## config.mk

```make
export PLATFORM = sky130hd
export DESIGN_NAME = drec_sequencer
export DESIGN_NICKNAME = d
export VERILOG_FILES = /design/src/rtl/drec_pkg.sv /design/src/rtl/drec_tick_gen.sv /design/src/rtl/drec_sequencer.sv
export SDC_FILE = /design/constraint.sdc
export NUM_CORES = 1
export LEC_CHECK = 0
export CAP_MARGIN = 0
export CORE_MARGIN = 2
export CORE_UTILIZATION = 40
export DETAILED_ROUTE_END_ITERATION = 7
export HOLD_SLACK_MARGIN = 0.08
export PLACE_DENSITY = 0.66
export SLEW_MARGIN = 20
export SYNTH_ARGS = -nofsm -noshare
export SYNTH_HDL_FRONTEND = slang
export SYNTH_SLANG_ARGS = --single-unit
```

## constraint.sdc

```tcl
create_clock -name clk -period 7.9 [get_ports clk]
set_clock_uncertainty 0.15 [all_clocks]
set_input_delay 1.58 -clock clk [delete_from_list [all_inputs] [get_ports clk]]
set_output_delay 1.58 -clock clk [all_outputs]
set_load 0.01 [all_outputs]
```

## src/rtl/drec_pkg.sv

```systemverilog
// Shared encodings and default constants for the digital recorder sequencer.
package drec_pkg;

    localparam int DEF_DATA_W     = 16;
    localparam int DEF_ADDR_W     = 24;
    localparam int DEF_NUM_CH     = 2;
    localparam int DEF_SAMPLE_DIV = 25;

    typedef enum logic [1:0] {
        ST_IDLE   = 2'd0,
        ST_PLAY   = 2'd1,
        ST_RECORD = 2'd2,
        ST_PAUSE  = 2'd3
    } drec_state_e;

    // Frame transfer phases; XF_NONE means the FSM is at a frame boundary.
    typedef enum logic [2:0] {
        XF_NONE,
        XF_CAPTURE,
        XF_WRITE,
        XF_RD_REQ,
        XF_RD_WAIT,
        XF_RD_ACK
    } drec_xfer_e;

    // Largest whole-frame word count that fits in the address space.
    function automatic int full_words(input int addr_w, input int num_ch);
        return ((1 << addr_w) / num_ch) * num_ch;
    endfunction

endpackage

```

## src/rtl/drec_tick_gen.sv

```systemverilog
// Free-running sample-rate divider: one-cycle tick every SAMPLE_DIV clocks.
module drec_tick_gen
    import drec_pkg::*;
#(
    parameter int SAMPLE_DIV = DEF_SAMPLE_DIV
) (
    input  logic clk,
    input  logic rst,
    output logic tick
);

    localparam int CW = $clog2(SAMPLE_DIV);
    localparam logic [CW-1:0] LAST = CW'(SAMPLE_DIV - 1);

    logic [CW-1:0] count;

    always_ff @(posedge clk or posedge rst) begin
        if (rst)
            count <= '0;
        else if (count == LAST)
            count <= '0;
        else
            count <= count + 1'b1;
    end

    assign tick = (count == LAST);

endmodule

```

## src/rtl/drec_sequencer.sv

```systemverilog
// Record/playback sequencer: moves interleaved sample frames between the
// ADC/DAC and an SDRAM word port, one frame per sample tick.
module drec_sequencer
    import drec_pkg::*;
#(
    parameter int DATA_W     = DEF_DATA_W,
    parameter int ADDR_W     = DEF_ADDR_W,
    parameter int NUM_CH     = DEF_NUM_CH,
    parameter int SAMPLE_DIV = DEF_SAMPLE_DIV
) (
    input  logic                     clk,
    input  logic                     rst,
    input  logic                     play_btn,
    input  logic                     rec_btn,
    input  logic                     pause_btn,
    input  logic                     loop_en,
    output logic                     btn_rst,
    input  logic [NUM_CH*DATA_W-1:0] adc_data,
    output logic                     adc_enable,
    output logic [NUM_CH*DATA_W-1:0] dac_data,
    output logic                     dac_enable,
    output logic [DATA_W-1:0]        sdram_wr_data,
    output logic [ADDR_W-1:0]        sdram_wr_addr,
    output logic                     sdram_wr_enable,
    input  logic                     sdram_wr_ack,
    output logic [ADDR_W-1:0]        sdram_rd_addr,
    output logic                     sdram_rd_enable,
    input  logic [DATA_W-1:0]        sdram_rd_data,
    input  logic                     sdram_rd_data_rdy,
    output logic                     sdram_rd_data_ack,
    output logic [1:0]               state,
    // One bit wider than the address so a completely full memory is representable.
    output logic [ADDR_W:0]          rec_len,
    output logic                     overrun
);

    localparam int CH_W = (NUM_CH > 1) ? $clog2(NUM_CH) : 1;
    localparam int AW1  = ADDR_W + 1;
    localparam logic [ADDR_W:0]   FULL    = AW1'(full_words(ADDR_W, NUM_CH));
    localparam logic [CH_W-1:0]   LAST_CH = CH_W'(NUM_CH - 1);

    drec_state_e st_q, st_d, mode_q;
    drec_xfer_e  xf_q, xf_d;

    logic                          tick;
    logic [ADDR_W:0]               addr_q, addr_nxt, rec_len_q, len_val;
    logic [CH_W-1:0]               ch_q;
    logic [NUM_CH-1:0][DATA_W-1:0] frame_q;
    logic [NUM_CH*DATA_W-1:0]      dac_q;
    logic                          dac_en_q, btn_rst_q, overrun_q;
    logic                          addr_clr, addr_inc, addr_wrap, len_load;
    logic                          rd_capture, dac_load, ch_clr, ch_inc;
    logic                          last_ch, any_stop;

    drec_tick_gen #(.SAMPLE_DIV(SAMPLE_DIV)) u_tick (
        .clk  (clk),
        .rst  (rst),
        .tick (tick)
    );

    assign addr_nxt = addr_q + 1'b1;
    assign last_ch  = (ch_q == LAST_CH);
    assign any_stop = play_btn | rec_btn;

    always_comb begin
        st_d       = st_q;
        xf_d       = xf_q;
        addr_clr   = 1'b0;
        addr_inc   = 1'b0;
        addr_wrap  = 1'b0;
        len_load   = 1'b0;
        len_val    = addr_q;
        rd_capture = 1'b0;
        dac_load   = 1'b0;
        ch_clr     = 1'b0;
        ch_inc     = 1'b0;
        case (xf_q)
            XF_NONE: begin
                // Button latches still read high while btn_rst is clearing them.
                if (!btn_rst_q) begin
                    case (st_q)
                        ST_IDLE: begin
                            if (play_btn && rec_len_q != '0) begin
                                st_d     = ST_PLAY;
                                addr_clr = 1'b1;
                            end else if (rec_btn) begin
                                st_d     = ST_RECORD;
                                addr_clr = 1'b1;
                            end
                        end
                        ST_PLAY, ST_RECORD: begin
                            if (any_stop) begin
                                st_d     = ST_IDLE;
                                len_load = (st_q == ST_RECORD);
                            end else if (pause_btn) begin
                                st_d = ST_PAUSE;
                            end
                        end
                        default: begin
                            if (any_stop) begin
                                st_d     = ST_IDLE;
                                len_load = (mode_q == ST_RECORD);
                            end else if (pause_btn) begin
                                st_d = mode_q;
                            end
                        end
                    endcase
                end
                if (st_d == st_q && tick) begin
                    ch_clr = 1'b1;
                    if (st_q == ST_RECORD)
                        xf_d = XF_CAPTURE;
                    else if (st_q == ST_PLAY)
                        xf_d = XF_RD_REQ;
                end
            end
            XF_CAPTURE: xf_d = XF_WRITE;
            XF_WRITE: begin
                if (sdram_wr_ack) begin
                    addr_inc = 1'b1;
                    if (last_ch) begin
                        xf_d = XF_NONE;
                        if (addr_nxt == FULL) begin
                            st_d     = ST_IDLE;
                            len_load = 1'b1;
                            len_val  = addr_nxt;
                        end
                    end else begin
                        ch_inc = 1'b1;
                    end
                end
            end
            XF_RD_REQ: xf_d = XF_RD_WAIT;
            XF_RD_WAIT: begin
                if (sdram_rd_data_rdy) begin
                    rd_capture = 1'b1;
                    xf_d       = XF_RD_ACK;
                end
            end
            XF_RD_ACK: begin
                if (last_ch) begin
                    dac_load = 1'b1;
                    xf_d     = XF_NONE;
                    if (addr_nxt == rec_len_q && loop_en) begin
                        addr_wrap = 1'b1;
                    end else begin
                        addr_inc = 1'b1;
                        if (addr_nxt == rec_len_q)
                            st_d = ST_IDLE;
                    end
                end else begin
                    addr_inc = 1'b1;
                    ch_inc   = 1'b1;
                    xf_d     = XF_RD_REQ;
                end
            end
            default: xf_d = XF_NONE;
        endcase
    end

    always_ff @(posedge clk or posedge rst) begin
        if (rst) begin
            st_q      <= ST_IDLE;
            xf_q      <= XF_NONE;
            mode_q    <= ST_PLAY;
            btn_rst_q <= 1'b0;
        end else begin
            st_q      <= st_d;
            xf_q      <= xf_d;
            btn_rst_q <= (st_d != st_q);
            if (st_d == ST_PAUSE && st_q != ST_PAUSE)
                mode_q <= st_q;
        end
    end

    always_ff @(posedge clk or posedge rst) begin
        if (rst) begin
            addr_q    <= '0;
            ch_q      <= '0;
            frame_q   <= '0;
            dac_q     <= '0;
            dac_en_q  <= 1'b0;
            rec_len_q <= '0;
            overrun_q <= 1'b0;
        end else begin
            dac_en_q <= dac_load;
            if (addr_clr || addr_wrap)
                addr_q <= '0;
            else if (addr_inc)
                addr_q <= addr_nxt;
            if (addr_clr)
                overrun_q <= 1'b0;
            else if (tick && xf_q != XF_NONE)
                overrun_q <= 1'b1;
            if (ch_clr)
                ch_q <= '0;
            else if (ch_inc)
                ch_q <= ch_q + 1'b1;
            // adc_enable is high exactly while XF_CAPTURE is current.
            if (xf_q == XF_CAPTURE)
                frame_q <= adc_data;
            else if (rd_capture)
                frame_q[ch_q] <= sdram_rd_data;
            if (dac_load)
                dac_q <= frame_q;
            if (len_load)
                rec_len_q <= len_val;
        end
    end

    assign state             = st_q;
    assign btn_rst           = btn_rst_q;
    assign adc_enable        = (xf_q == XF_CAPTURE);
    assign sdram_wr_enable   = (xf_q == XF_WRITE);
    assign sdram_wr_data     = frame_q[ch_q];
    assign sdram_wr_addr     = addr_q[ADDR_W-1:0];
    assign sdram_rd_enable   = (xf_q == XF_RD_REQ);
    assign sdram_rd_addr     = addr_q[ADDR_W-1:0];
    assign sdram_rd_data_ack = (xf_q == XF_RD_ACK);
    assign dac_data          = dac_q;
    assign dac_enable        = dac_en_q;
    assign rec_len           = rec_len_q;
    assign overrun           = overrun_q;

endmodule
```

-- After elaboration in Yosys (flattened, before gate mapping)
Index checks and enable logic that the tools add are counted.
- flip-flop bits (word level): 130
- input port bits: 56
- logic and storage cells: 127
- add/subtract/negate cells: 3
- order comparisons: 2
- equal/unequal tests: 20
- multiplexer cells: 71
- bitwise gates (word level): 1
- reductions and logical operators: 17
- operators with widths (operator ; number):
    25-bit two-way mux ; 6
    32-bit two-way mux ; 2
    16-bit two-way mux ; 3
    32-bit bitwise mux ; 1
    2-bit two-way mux ; 15
    1-bit two-way mux ; 29
    25-bit by 1-bit adder with 25-bit output, second input constant ; 1
    25-bit equality test ; 1
    25-bit equality test, second input constant ; 1
    25-bit nonzero test ; 1
    3-bit two-way mux ; 6
    3-bit one-hot mux with 6 select lines ; 1
    16-bit demux with 1-bit select ; 1
    1-bit one-hot mux with 2 select lines ; 4
    2-bit nonzero test ; 4
    2-bit equality test, second input constant ; 3
    3-bit by 2-bit equality test with 1-bit output, second input constant ; 2
    3-bit equality test, second input constant ; 2
    1-bit logical AND ; 6
    2-bit != test, second input constant ; 3
    2-bit one-hot mux with 3 select lines ; 1
    5-bit by 1-bit adder with 5-bit output, second input constant ; 1
    5-bit equality test, second input constant ; 1
    5-bit two-way mux ; 1
    17 further kinds ; 18

-- Longest topological paths before layout
Gate-level depths: netlist (run 1).
- depth after elaboration: 11
- mapped depth: 13
- mapped depth without buffers: 10

-- Modules after synthesis
From an unflattened synthesis (run 1), not the netlist that was laid out.
- cell total of the unflattened synthesis: 941
- area total of the unflattened synthesis: 8003.9 µm²
- by module, submodules not included (module ; instances ; cells an instance ; area an instance (µm²)):
    drec_sequencer ; 1 ; 915 ; 7752.4
    drec_tick_gen ; 1 ; 26 ; 251.5

-- Worst setup path after synthesis (run 1)
OpenSTA, ideal clock, no wires.
- path type: reg2reg
- from: register addr_q[1]
- to: register addr_q[9]
- arrival time: 3.171 ns
- required time: 7.624 ns
- slack: 4.453 ns
- stages on the path, launching flop included: 12
- path buffers: 1
- period minus slack after synthesis: 3.447 ns
- path through: dfrtp_1 -> ha_1 -> buf_4 -> and3_2 -> nand3_2 -> o21a_1 -> or4_1 -> a2111o_1 -> nor4_4 -> nor2_2 -> and3_1 -> a221o_1
- cells in the longest elaborated chain, start to end: 8
- elaborated cells on any way between the ends: 13
- RTL lines (element ; line ; RTL):
    from (decl) ; drec_sequencer.sv:46 ; logic [ADDR_W:0] addr_q, addr_nxt, rec_len_q, len_val;
    from (signal assigned) ; drec_sequencer.sv:190 ; addr_q <= addr_nxt;
    25-bit by 1-bit adder with 25-bit output * ; drec_sequencer.sv:61 ; assign addr_nxt = addr_q + 1'b1;
    25-bit equality test ; drec_sequencer.sv:144 ; if (addr_nxt == rec_len_q && loop_en) begin
    1-bit logical AND ; drec_sequencer.sv:144 ;
    1-bit two-way mux ; drec_sequencer.sv:144 ;
    1-bit two-way mux ; drec_sequencer.sv:141 ; if (last_ch) begin
    1-bit two-way mux ; drec_sequencer.sv:77 ; case (xf_q)
    1-bit logical OR ; drec_sequencer.sv:187 ; if (addr_clr || addr_wrap)
    25-bit two-way mux or 2-bit nonzero test (tied branches) ; - ;
Mark *: on every way between the ends. The rest lies on a longest branch, timed or not. The select of a mux whose other input is x is not followed.
A chain may end at the register's enable or synchronous reset.

-- Final worst setup path (run 1)
- from: register xf_q[2]
- to: output port adc_enable
- cells in the longest elaborated chain, start to end: 1
- RTL lines (element ; line ; RTL):
    from (decl) ; drec_sequencer.sv:43 ; drec_xfer_e xf_q, xf_d;
    from (signal assigned) ; drec_sequencer.sv:164 ; xf_q <= XF_NONE;
    from (signal assigned) ; drec_sequencer.sv:169 ; xf_q <= xf_d;
    3-bit by 1-bit equality test with 1-bit output ; drec_sequencer.sv:213 ; assign adc_enable = (xf_q == XF_CAPTURE);
    to (decl) ; drec_sequencer.sv:19 ; output logic adc_enable,
No other way between the ends.

==> results of run 1 <==
-- final timing paths --
check,cells past startpoint,endpoint,start,slack [ns]
min,2,dac_data[15],dac_data[15],0.32
max in group asynchronous,3,dac_data[3],rst,4.84
min reg2reg,2,dac_data[15],dac_data[15],0.32
max reg2reg,11,addr_q[9],addr_q[0],3.50
max,5,adc_enable,xf_q[2],3.37
min in group asynchronous,2,rec_len[6],rst,1.45
-- critical path, cell delays in order (launching register included) --
cell,delay [ns]
dfrtp_1,0.50
nand2b_1,0.28
nand2b_2,0.49
inv_1,0.13
buf_4,0.34
clkdlybuf4s50_1,0.61
-- logic make-up (layout without fill, tap and decap cells) --
kind of cell / count (synthesis) / in the layout / synth area share [%]
mux: 22 / 22 / 3.077
buf+inv: 137 / 248 / 9.359
xor+xnor: 39 / 39 / 4.854
compound gates: 199 / 199 / 15.40
fa+ha+maj: 7 / 7 / 1.110
flops: 130 / 130 / 41.26
simple gates: 409 / 409 / 24.94
-- metrics by stage --
stage	worst slack [ns]	util [%]	instance area, sq um
global placement	3.621	49.00	9505
floorplan	2.702	-	7888
CTS	3.121	52.38	10160
detailed placement	3.550	49.00	9505
finish	3.374	52.40	10160
global route	3.086	52.40	10160
-- power by group --
part / internal (mW) / switching, mW / leakage, nW
registers: 0.888 / 0.222 / 1.65
logic: 0.680 / 0.775 / 2.26
clock network: 0.564 / 0.324 / 0.316
-- sequential cells by signal (all words and copies together), names as in the netlist --
name	cells
addr_q	25
dac_data	32
mode_q	2
xf_q	3
dac_enable	1
ch_q	1
state	2
frame_q	32
btn_rst	1
u_tick.count	5
rec_len	25
overrun	1
-- Yosys cell counts, drive strengths merged (11+ instances only) --
| master | instances | area share [%] |
|---|---|---|
| buf | 77 | 6.5 |
| a31oi | 36 | 2.9 |
| o22ai | 11 | 0.87 |
| nand3 | 34 | 2.4 |
| xor2 | 11 | 1.2 |
| xnor2 | 25 | 2.8 |
| mux2 | 18 | 2.6 |
| nor4 | 20 | 1.8 |
| clkbuf | 39 | 1.9 |
| dfrtp | 129 | 41 |
| and3 | 22 | 1.8 |
| nand4 | 20 | 1.6 |
| nand2 | 185 | 8.8 |
| nor2 | 59 | 2.8 |
| o21ai | 34 | 2.2 |
| inv | 21 | 1.0 |
| a21oi | 69 | 4.4 |
| nor3 | 20 | 1.3 |
-- cell type report --
class / count / area (sq um) / share of cell area, %
multi-input cells: 676 / 3913 / 38.49
flip-flops and latches: 130 / 3254 / 32.02
repair buffers: 195 / 1927 / 18.96
clock buffers: 17 / 425.4 / 4.185
well taps: 265 / 331.6 / 3.262
clock inverters: 15 / 230.2 / 2.265
inverters: 21 / 83.83 / 0.8247
-- routing by layer --
layer  global-route usage (%)  up-vias  wire length [microns]
li1                         -     3466                      -
met1                    31.33     3503                  10580
met2                    37.29      254                  11340
met3                    6.656       23                   1795
met4                    6.132        0                    361
met5                        0        -                      0
==> qor.yml, run 1 <==
detailed_routing:
  via_per_inst: 5.494
  drc: 0
  drtAntennaViolNets: 0
  wl_per_cell_microns: 18.25
  wl_microns: 24070
  drt-pass1-iter-count: 6
  vias: 7246
  drt_iter0_markers: 570
pwr:
  p_per_area_nw_per_um2: 339.7
  power.leakage_nw: 4.230
  max-vdd-ir-drop_mv: 0.1967
  power.total_mw: 3.453
logic_synthesis:
  syn_inst: 943
  ys_types: 62
  ys_ff_latch: 130
  async_flop_share_pct: 100.0
  syn_nets: 1006
  synth-main-ff-cell: "dfrtp_1"
  seq_area_frac_synth_pct: 41.26
  yosysWarnings: 0
  syn_area_per_cell_sq_um: 8.364
  synth_edf_count: 0
  synth_area_sq_um: 7888
cells_and_area:
  drive_gt1_share_pct: 7.685
  final_cell_mix: "185 x nand2_1, 185 x clkdlybuf4s50_1, 129 x dfrtp_1"
  fin_cells: 1319
  nFillCells: 1836
  antenna_cells: 0
  fin_nets: 1104
  area_growth_pct: 28.87
clocking:
  root_buffer: "clkbuf_16"
  cts_tree: "yes"
  htree_levels: 4
  cts_buffers: 17
  cts_hold_buf: 0
  clkSinkCount: 130
  insertion_delay_ns: 0.43
  postCtsSetupBuffers: 0
  cts_resized: 0
  clk_path_buf_depth: 2
  clk_pin_slew_ns: 0.06
die:
  die_area_sq_um: 20860
  start_util_pct: 40.66
  die_h_microns: 144.4
  fp.coreArea_sq_um: 19400
  io_pins: 186
  rows: 51
  die_x_microns: 144.4
global_route:
  grt_use_total_pct: 23.38
  grt_max_degree: 72
  grt_overflow: 0
  grt_pass1_wl_microns: 37810
  antenna_found_initial: 0
  grt_pass1_vias: 6828
timing:
  grt_setup_unrepaired: "false"
  tightest_slew_ns: 0.9813
  max_slew_margin_pct: 34.17
  fin_crit_ns: 4.526
  final.setup.tns_ns: 0
  drv_slew: 0
  fin_crit_sh_pct: 57.29
  timing.hold.ws_ns: 0.3213
  finalHoldViolCount: 0
  setup_violations: 0
  fmax_ghz: 0.2210
placement:
  place_congestion: 0.9235
  port_buffers: 185
  dp.cells: 1287
  dpl.hpwl_microns: 16880
worst_setup_path:
  cp-end-kind: "output pin"
  start_kind: "flop"
  worstPathArrival_ns: 2.80
  crit_required_ns: 6.17
  critPathMaxFanout: 33
  criticalPathCategory: "flop to output pin"
outcome:
  status: "completed"
flow_run:
  cap_viol_max_count: 0
min_path:
  hp-class: "flop to flop"
Power figures use the tool's default switching activity.
==> run 2: changes to the inputs <==
- clock period: 7.9 -> 4.75 ns (I/O delays scaled with it)
==> qor.yml, run 2 (same netlist as run 1, synthesis figures left out) <==
cells_and_area:
  fin_nets: 1115  # +1.0%
  final_cell_mix: "185 x nand2_1, 185 x clkdlybuf4s50_1, 129 x dfrtp_1"
  seq_area_sq_um: 3254  # unchanged
  drive_gt1_share_pct: 8.638  # +0.95 points
  nFillCells: 1822  # -0.76%
  area_growth_pct: 29.76
  multi_input_comb_area_sq_um: 3910  # about the same
  antenna_cells: 0  # unchanged
  fin_cells: 1330  # +0.83%
timing:
  fmax_ghz: 0.2494
  setup_ws_ns: 0.7405  # -2.634 ns
  finalHoldViolCount: 0  # unchanged
  tightest_slew_ns: 0.9869  # +0.005542 ns
  fin_crit_sh_pct: 84.41
  final.setup.tns_ns: 0  # unchanged
  fin_crit_ns: 4.009
  setup_violations: 0  # unchanged
  grt_setup_unrepaired: "false"
  drv_slew: 0  # unchanged
  timing.hold.ws_ns: 0.3237  # +0.002415 ns
  max_slew_margin_pct: 34.21  # +0.035 points
die:
  io_pins: 186  # unchanged
  die_area_sq_um: 20860  # unchanged
  die_h_microns: 144.4  # unchanged
  start_util_pct: 40.66  # unchanged
  rows: 51  # unchanged
  fp.coreArea_sq_um: 19400  # unchanged
  die_x_microns: 144.4  # unchanged
pwr:
  switchingPower_mw: 2.224  # +68%
  max-vdd-ir-drop_mv: 0.3877  # +97%
  clkPwrFrac_pct: 25.4  # -0.3 points
  p_int_mw: 3.507  # +65%
  p_seq_share_pct: 32.1  # about the same
  pwr-share-comb_pct: 42.5  # +0.4 points
  switching_share_pct: 38.81  # +0.54 points
  power.leakage_nw: 4.288  # +1.4%
  p_per_area_nw_per_um2: 560.0  # +65%
worst_setup_path:
  critPathMaxFanout: 24  # -27%
  cpPeakStageDelay_ns: 0.69  # +0.08 ns
  r2r_end: "addr_q[21]"
  slowest_stage: "nor2_2"
  ff2ff_path_depth: 11  # unchanged
  crit_end: "addr_q[21]"
  crit_start: "addr_q[0]"
  criticalPathCategory: "flop to flop"
  crit_required_ns: 4.94  # -1.23 ns
  cp-end-kind: "flop"
  start_kind: "flop"
  worstPathArrival_ns: 4.20  # +1.40 ns
  path_cells: "ha_1 > and3_2 > nand3_2 > nor4_1 > xnor3_1 > nand4_1 > nor4_4 > nor2_2 > buf_4 > o21ai_0 > a31oi_1"
  r2r-start: "addr_q[0]"
  reg2reg_slack_ns: 0.74  # -2.76 ns
detailed_routing:
  drt-pass1-iter-count: 5  # -1
  wl_microns: 24320  # +1.0%
  wl_met2_microns: 11310  # -0.30%
  drtAntennaViolNets: 0  # unchanged
  routed-wl-met3_microns: 1916  # +6.7%
  wl_per_cell_microns: 18.29  # +0.20%
  via_per_inst: 5.456  # -0.69%
  routed.top_layer: "met5"
  drc: 0  # unchanged
  drt_iter0_markers: 574  # +0.70%
  vias: 7256  # +0.14%
  met1Wirelength_microns: 10410  # -1.5%
global_route:
  antenna_found_initial: 1  # +1
  grt_max_degree: 104  # +44%
  grt_overflow: 0  # unchanged
  grt_pass1_vias: 6776  # -0.76%
  grt_pass1_wl_microns: 37670  # -0.36%
  grt_use_total_pct: 23.53  # +0.15 points
min_path:
  hp-class: "flop to flop"
placement:
  dp.cells: 1298  # +0.85%
  place_congestion: 0.9585  # +3.8%
  port_buffers: 185  # unchanged
  dpl.hpwl_microns: 17030  # +0.89%
  pre_cts_slack_ns: 0.7802  # -2.770 ns
flow_run:
  cap_viol_max_count: 0  # unchanged
clocking:
  clkSinkCount: 130  # unchanged
  htree_levels: 4  # unchanged
  clk_path_buf_depth: 2  # unchanged
  cts_hold_buf: 0  # unchanged
  clk_pin_slew_ns: 0.06  # about the same
  cts_resized: 0  # unchanged
  cts_buffers: 17  # unchanged
  cts_tree: "yes"
  root_buffer: "clkbuf_16"
  postCtsSetupBuffers: 0  # unchanged
  insertion_delay_ns: 0.42  # about the same
outcome:
  status: "completed"
[run 2: area by class of cell]
| cell class | count | area share (%) |
|---|---|---|
| multi-input cells | 676 | 38.20 |
| flip-flops and latches | 130 | 31.80 |
| repair buffers | 206 | 19.63 |
| clock buffers | 17 | 4.156 |
| well taps | 265 | 3.240 |
| clock inverters | 15 | 2.152 |
| inverters | 21 | 0.8191 |
[run 2: worst min path at each step]
stage / startpoint / end / slack, ns / cells past startpoint
after floorplan: u_tick.count[0] / u_tick.count[0] / 0.30 / 1
after global placement: dac_data[22] / dac_data[22] / 0.31 / 2
after detailed placement: dac_data[23] / dac_data[23] / 0.31 / 2
after CTS: dac_data[17] / dac_data[17] / 0.33 / 2
after global routing: dac_data[20] / dac_data[20] / 0.35 / 2
final: dac_data[17] / dac_data[17] / 0.32 / 2
[run 2: layer usage]
metal	track usage, %	vias up
li1	-	3486
met1	30.76	3454
met2	36.67	267
met3	6.987	47
met4	9.402	2
met5	0	-
[run 2: power by group through the flow]
stage | Sequential [mW] | Combinational, mW | Clock, mW
after floorplan | 1.80 | 1.38 | 0
after global placement | 1.84 | 2.42 | 0
after detailed placement | 1.85 | 2.44 | 0
after CTS | 1.84 | 2.45 | 1.47
after global routing | 1.90 | 2.67 | 1.52
final | 1.84 | 2.43 | 1.46
[run 2: worst max-delay path, delay by kind of cell (launching register included)]
| kind | cells | cell delay [ns] |
|---|---|---|
| AO/OA/AOI/OAI | 2 | 0.27 |
| XOR/XNOR | 1 | 0.29 |
| adder cells (fa/ha/maj) | 1 | 0.40 |
| buffers and inverters | 1 | 0.32 |
| flip-flops | 1 | 0.60 |
| AND/OR/NAND/NOR | 6 | 1.88 |
[run 2: through the flow]
stage          power (mW)  cell area [sq um]  utilization (%)
2_1_floorplan       3.187               7888                -
3_3_place_gp        4.263               9588            49.43
3_5_place_dp        4.285               9588            49.43
4_1_cts             5.761              10230            52.75
5_1_grt             6.089              10230            52.76
6_report            5.731              10230            52.76
==> run 3: changes to the inputs <==
- clock period: 4.75 -> 3.9 ns (I/O delays scaled with it)
==> qor.yml, run 3 (same netlist as run 1, synthesis figures left out) <==
outcome:
  status: "completed"
die:
  die_area_sq_um: 20860  # unchanged
  fp.coreArea_sq_um: 19400  # unchanged
  die_x_microns: 144.4  # unchanged
  die_h_microns: 144.4  # unchanged
  io_pins: 186  # unchanged
  start_util_pct: 40.66  # unchanged
  rows: 51  # unchanged
pwr:
  clkPwrFrac_pct: 25.2  # -0.2 points
  power.leakage_nw: 4.395  # +2.5%
  switching_share_pct: 38.55  # -0.26 points
  p_int_mw: 4.311  # +23%
  max-vdd-ir-drop_mv: 0.4106  # +5.9%
  p_per_area_nw_per_um2: 673.4  # +20%
  switchingPower_mw: 2.705  # +22%
  p_seq_share_pct: 31.6  # -0.5 points
  power.total_mw: 7.016  # +22%
  pwr-share-comb_pct: 43.2  # +0.7 points
detailed_routing:
  drtAntennaViolNets: 0  # unchanged
  wl_microns: 24530  # +0.85%
  via_per_inst: 5.457  # about the same
  wl_per_cell_microns: 18.15  # -0.72%
  vias: 7372  # +1.6%
  drt_iter0_markers: 674  # +17%
  drc: 0  # unchanged
  drt-pass1-iter-count: 5  # unchanged
cells_and_area:
  fin_cells: 1351  # +1.6%
  final_cell_mix: "185 x nand2_1, 185 x clkdlybuf4s50_1, 129 x dfrtp_1"
  antenna_cells: 0  # unchanged
  drive_gt1_share_pct: 10.31  # +1.7 points
  fin_nets: 1136  # +1.9%
  fin_area_sq_um: 10420  # +1.8%
  area_growth_pct: 32.09
global_route:
  grt_pass1_wl_microns: 38810  # +3.0%
  grt_use_total_pct: 24.25  # +0.71 points
  grt_pass1_vias: 6982  # +3.0%
  grt_max_degree: 44  # -58%
  antenna_found_initial: 0  # -1
  grt_overflow: 0  # unchanged
timing:
  fmax_ghz: 0.2764  # +11%
  tightest_slew_ns: 1.036  # +0.04892 ns
  fin_crit_sh_pct: 92.78  # +8.4 points
  setup_violations: 0  # unchanged
  drv_slew: 0  # unchanged
  max_slew_margin_pct: 30.52  # -3.7 points
  final.setup.tns_ns: 0  # unchanged
  grt_setup_unrepaired: "false"
  fin_crit_ns: 3.618  # -0.3912 ns
  finalHoldViolCount: 0  # unchanged
clocking:
  cts_buffers: 17  # unchanged
  root_buffer: "clkbuf_16"
  insertion_delay_ns: 0.43  # about the same
  clk_path_buf_depth: 2  # unchanged
  clkSinkCount: 130  # unchanged
  cts_tree: "yes"
  clk_pin_slew_ns: 0.06  # about the same
  htree_levels: 4  # unchanged
min_path:
  hold_start: "dac_data[14]"
  hold_path_end: "dac_data[14]"
  worstHoldPathCells: 2  # unchanged
  hp-class: "flop to flop"
worst_setup_path:
  cpPeakStageDelay_ns: 0.52  # -0.17 ns
  path_buf_inv: 2  # +1
  critPathMaxFanout: 29  # +21%
  worstPathArrival_ns: 3.75  # -0.45 ns
  ff2ff_path_depth: 11  # unchanged
  r2r-start: "addr_q[0]"
  criticalPathCategory: "flop to flop"
  start_kind: "flop"
  path_cells: "buf_4 > ha_1 > xor2_1 > or4_1 > nor4_1 > nand4_1 > nor4_4 > nor2_2 > buf_4 > a31oi_1 > a31oi_1"
  cp-end-kind: "flop"
  critical_path.top_delay_family: "simple AND/OR/NAND/NOR gates"
  slowest_stage: "or4_1"
  crit_required_ns: 4.03  # -0.91 ns
  r2r_end: "addr_q[12]"
  reg2reg_slack_ns: 0.28  # -0.46 ns
placement:
  dp.cells: 1319  # +1.6%
  port_buffers: 185  # unchanged
  dpl_cell_area_sq_um: 9769  # +1.9%
  place_congestion: 0.9130  # -4.7%
  dpl.hpwl_microns: 17440  # +2.4%
flow_run:
  cap_viol_max_count: 0  # unchanged
==> run 3: power groups by stage <==
stage | Combinational, mW | Clock, mW | Sequential, mW
detailed placement | 3.04 | 0 | 2.22
floorplan | 1.68 | 0 | 2.20
CTS | 3.05 | 1.79 | 2.22
finish | 3.03 | 1.77 | 2.22
global route | 3.35 | 1.86 | 2.29
global placement | 3.02 | 0 | 2.23
==> run 3: worst register-to-register path, cell delays in order (launching register included) <==
cell and delay (ns):
dfrtp_1 0.46, buf_4 0.21, ha_1 0.34, xor2_1 0.17, or4_1 0.52, nor4_1 0.41, nand4_1 0.26, nor4_4 0.32
nor2_2 0.12, buf_4 0.25, a31oi_1 0.20, a31oi_1 0.06
==> run 3: routing by layer <==
metal | share of wire, % | routed length, microns | vias to the layer above | GRT usage, %
met5 | 0 | 0 | - | 0
met4 | 2.0 | 499 | 0 | 7.001
met1 | 43 | 10440 | 3492 | 32.44
met2 | 46 | 11400 | 314 | 37.49
met3 | 8.9 | 2190 | 35 | 8.113
li1 | - | - | 3531 | -
==> run 3: worst max path at each step <==
stage | startpoint | end | slack, ns | cells after the start
2_1_floorplan | addr_q[1] | addr_q[9] | 0.45 | 11
3_3_place_gp | addr_q[0] | addr_q[12] | 0.34 | 11
3_5_place_dp | addr_q[2] | addr_q[12] | 0.28 | 10
4_1_cts | addr_q[2] | addr_q[12] | 0.24 | 10
5_1_grt | addr_q[5] | addr_q[7] | 0.05 | 10
6_report | addr_q[0] | addr_q[12] | 0.28 | 11
==> run 3: cell type report <==
type	instances	area, sq um
clock inverter	15	217.7
clock buffer	17	425.4
tap	265	331.6
sequential	130	3254
fill	1835	8980
timing repair buffer	227	2192
multi-input combinational	676	3915
inverter	21	82.58
==> run 3: through the flow <==
step	hold slack [ns]	utilization, %	setup WS, ns
after detailed placement	0.3119	50.36	0.2766
after CTS	0.3273	53.68	0.2399
final	0.3218	53.71	0.2818
after global placement	0.3081	50.36	0.3377
after floorplan	0.3036	-	0.4526
after global routing	0.3384	53.71	0.04849
==> run 3: repair_timing <==
action                                  4_1_cts  5_1_grt
hold buffers                                  0        0
endpoints found under the setup margin        0        9
resized for setup                             0        1
buffers inserted                              0        0
==> patch: new RTL, config.mk and constraints of run 1 <==
Change the package constant `DEF_NUM_CH` from 2 to 4.
--- a/src/rtl/drec_pkg.sv
+++ b/src/rtl/drec_pkg.sv
@@ -3,7 +3,7 @@
 
     localparam int DEF_DATA_W     = 16;
     localparam int DEF_ADDR_W     = 24;
-    localparam int DEF_NUM_CH     = 2;
+    localparam int DEF_NUM_CH     = 4;
     localparam int DEF_SAMPLE_DIV = 25;
 
     typedef enum logic [1:0] {
Interface: changed (resized adc_data and dac_data); port bits go from 186 to 250. No check against the original RTL was run, so the function may have changed too.
==> patch against run 1 <==
Final cell count rose by 29%; utilization fell by 0.99 points; non-clock buffer count rose by 62; area after synthesis rose by 37%; worst setup slack got worse by 0.48 ns; maximum frequency fell by 9.6%; routed wire length rose by 38%; design area rose by 35%; total power rose by 0.72%; sequential cell count rose by 65.
==> patch: results (changes against run 1) <==
status: "finished clean"
swShare_pct: 37.3  # -0.98 points
drive_above_1_share_pct: 5.51  # -2.2 points
synth_nets: 1302  # +29%
cts_root_buffer: "clkbuf_16"
holdPathStages: 2  # unchanged
synth.area.top_cells: "dfrtp_1, nand2_1, mux2i_1"
drt_wl_total_um: 33200  # +38%
grt_pass1_vias: 8986  # +32%
cts_resized: 0  # unchanged
clkTransAtPathRegs_ns: 0.09  # +0.03 ns
crit_fanout: 25  # -24%
yosys_warnings: 0  # unchanged
post-cts-setup-buffers: 0  # unchanged
min_from: "dac_data[13]"
detail_route.first_pass.iterations: 5  # -1
gp_congestion: 0.947  # +2.5%
ys_seq_area_share_pct: 45.2  # +3.9 points
nets: 1448  # +31%
finalCriticalPeriod_ns: 5.01  # +0.479 ns
grt_max_degree: 130  # +81%
port_buffers: 249  # +35%
seqPwrFrac_pct: 40.5  # +8.4 points
p_switching_w: 0.00130  # -1.9%
cts_buffer_depth: 2  # unchanged
cts_inserted_buffers: 17  # unchanged
cpPeakStageDelay_ns: 0.80  # +0.19 ns
async_flop_share_pct: 100  # unchanged
synth_common_cells: "nand2_1, dfrtp_1, o21ai_0"
drt-initial-drc-count: 656  # +15%
irDropWorstVdd_mv: 0.132  # -33%
r2r_setup_slack_ns: 2.89  # -0.61 ns
p_leak_nw: 6.34  # +50%
hpwlAfterDp_um: 23000  # +36%
routed_via_density: 5.41  # -1.6%
worst_pin_slew_ns: 1.14  # +0.159 ns
ys_types: 67  # +8.1%
cpMaxStageDelayCell: "or2_1"
clk-power_w: 0.000926  # +4.2%
crit_family: "simple AND/OR/NAND/NOR gates"
r2r_start: "addr_q[0]"
cp-endpoint: "addr_q[19]"
cp.arrival_ns: 5.17  # +2.37 ns
whs_endpoint: "dac_data[13]"
antenna_cells: 0  # unchanged
crit_path_start_kind: "flop"
grt_pass1_wl_um: 52500  # +39%
track_usage_pct: 23.6  # +0.26 points
htreeDepth: 4  # unchanged
-- patch: stage by stage --
| step | instance area, sq um | std cells | hold slack (ns) | util [%] | setup WS, ns |
|---|---|---|---|---|---|
| detailed placement | 13100 | 1671 | 0.312 | 49.0 | 2.99 |
| CTS | 13700 | 1703 | 0.331 | 51.4 | 2.96 |
| global placement | 13100 | 1671 | 0.309 | 49.0 | 3.07 |
| global route | 13700 | 1703 | 0.359 | 51.4 | 2.60 |
| finish | 13700 | 1703 | 0.328 | 51.4 | 2.89 |
| floorplan | 10800 | 1203 | 0.303 | - | 0.859 |
-- patch: worst reg2reg max path, stage by stage, from the launching register on --
cell and delay, ns:
dfrtp_1 0.64, ha_1 0.36, nand3_1 0.35, nor4_4 0.68, nand3b_1 0.29, xor3_1 0.27, o2111ai_1 0.13, nor4_2 0.35
a31o_2 0.60, or2_1 0.80, or4_1 0.22, nand2_1 0.05
-- patch: logic make-up after synthesis --
| kind of cell | Yosys count | share of synthesized area, % |
|---|---|---|
| simple gates | 524 | 21.8 |
| compound gates | 190 | 10.7 |
| fa+ha+maj | 11 | 1.27 |
| mux | 84 | 9.64 |
| flops | 195 | 45.2 |
| xor+xnor | 48 | 4.16 |
| buf+inv | 151 | 7.22 |
-- patch: layout make-up --
type / count / area [sq um]
Clock buffer: 17 / 425
Clock inverter: 15 / 215
Fill cell: 2526 / 13000
Inverter: 21 / 86.3
Multi-Input combinational cell: 857 / 5150
Sequential cell: 195 / 4880
Tap cell: 341 / 427
Timing Repair Buffer: 257 / 2550
-- patch: layer usage --
metal | vias up | wire, um | track usage (%)
li1 | 4367 | - | -
met1 | 4471 | 14800 | 32.6
met2 | 340 | 15100 | 37.1
met3 | 32 | 2740 | 6.77
met4 | 0 | 517 | 5.32
met5 | - | 0 | 0
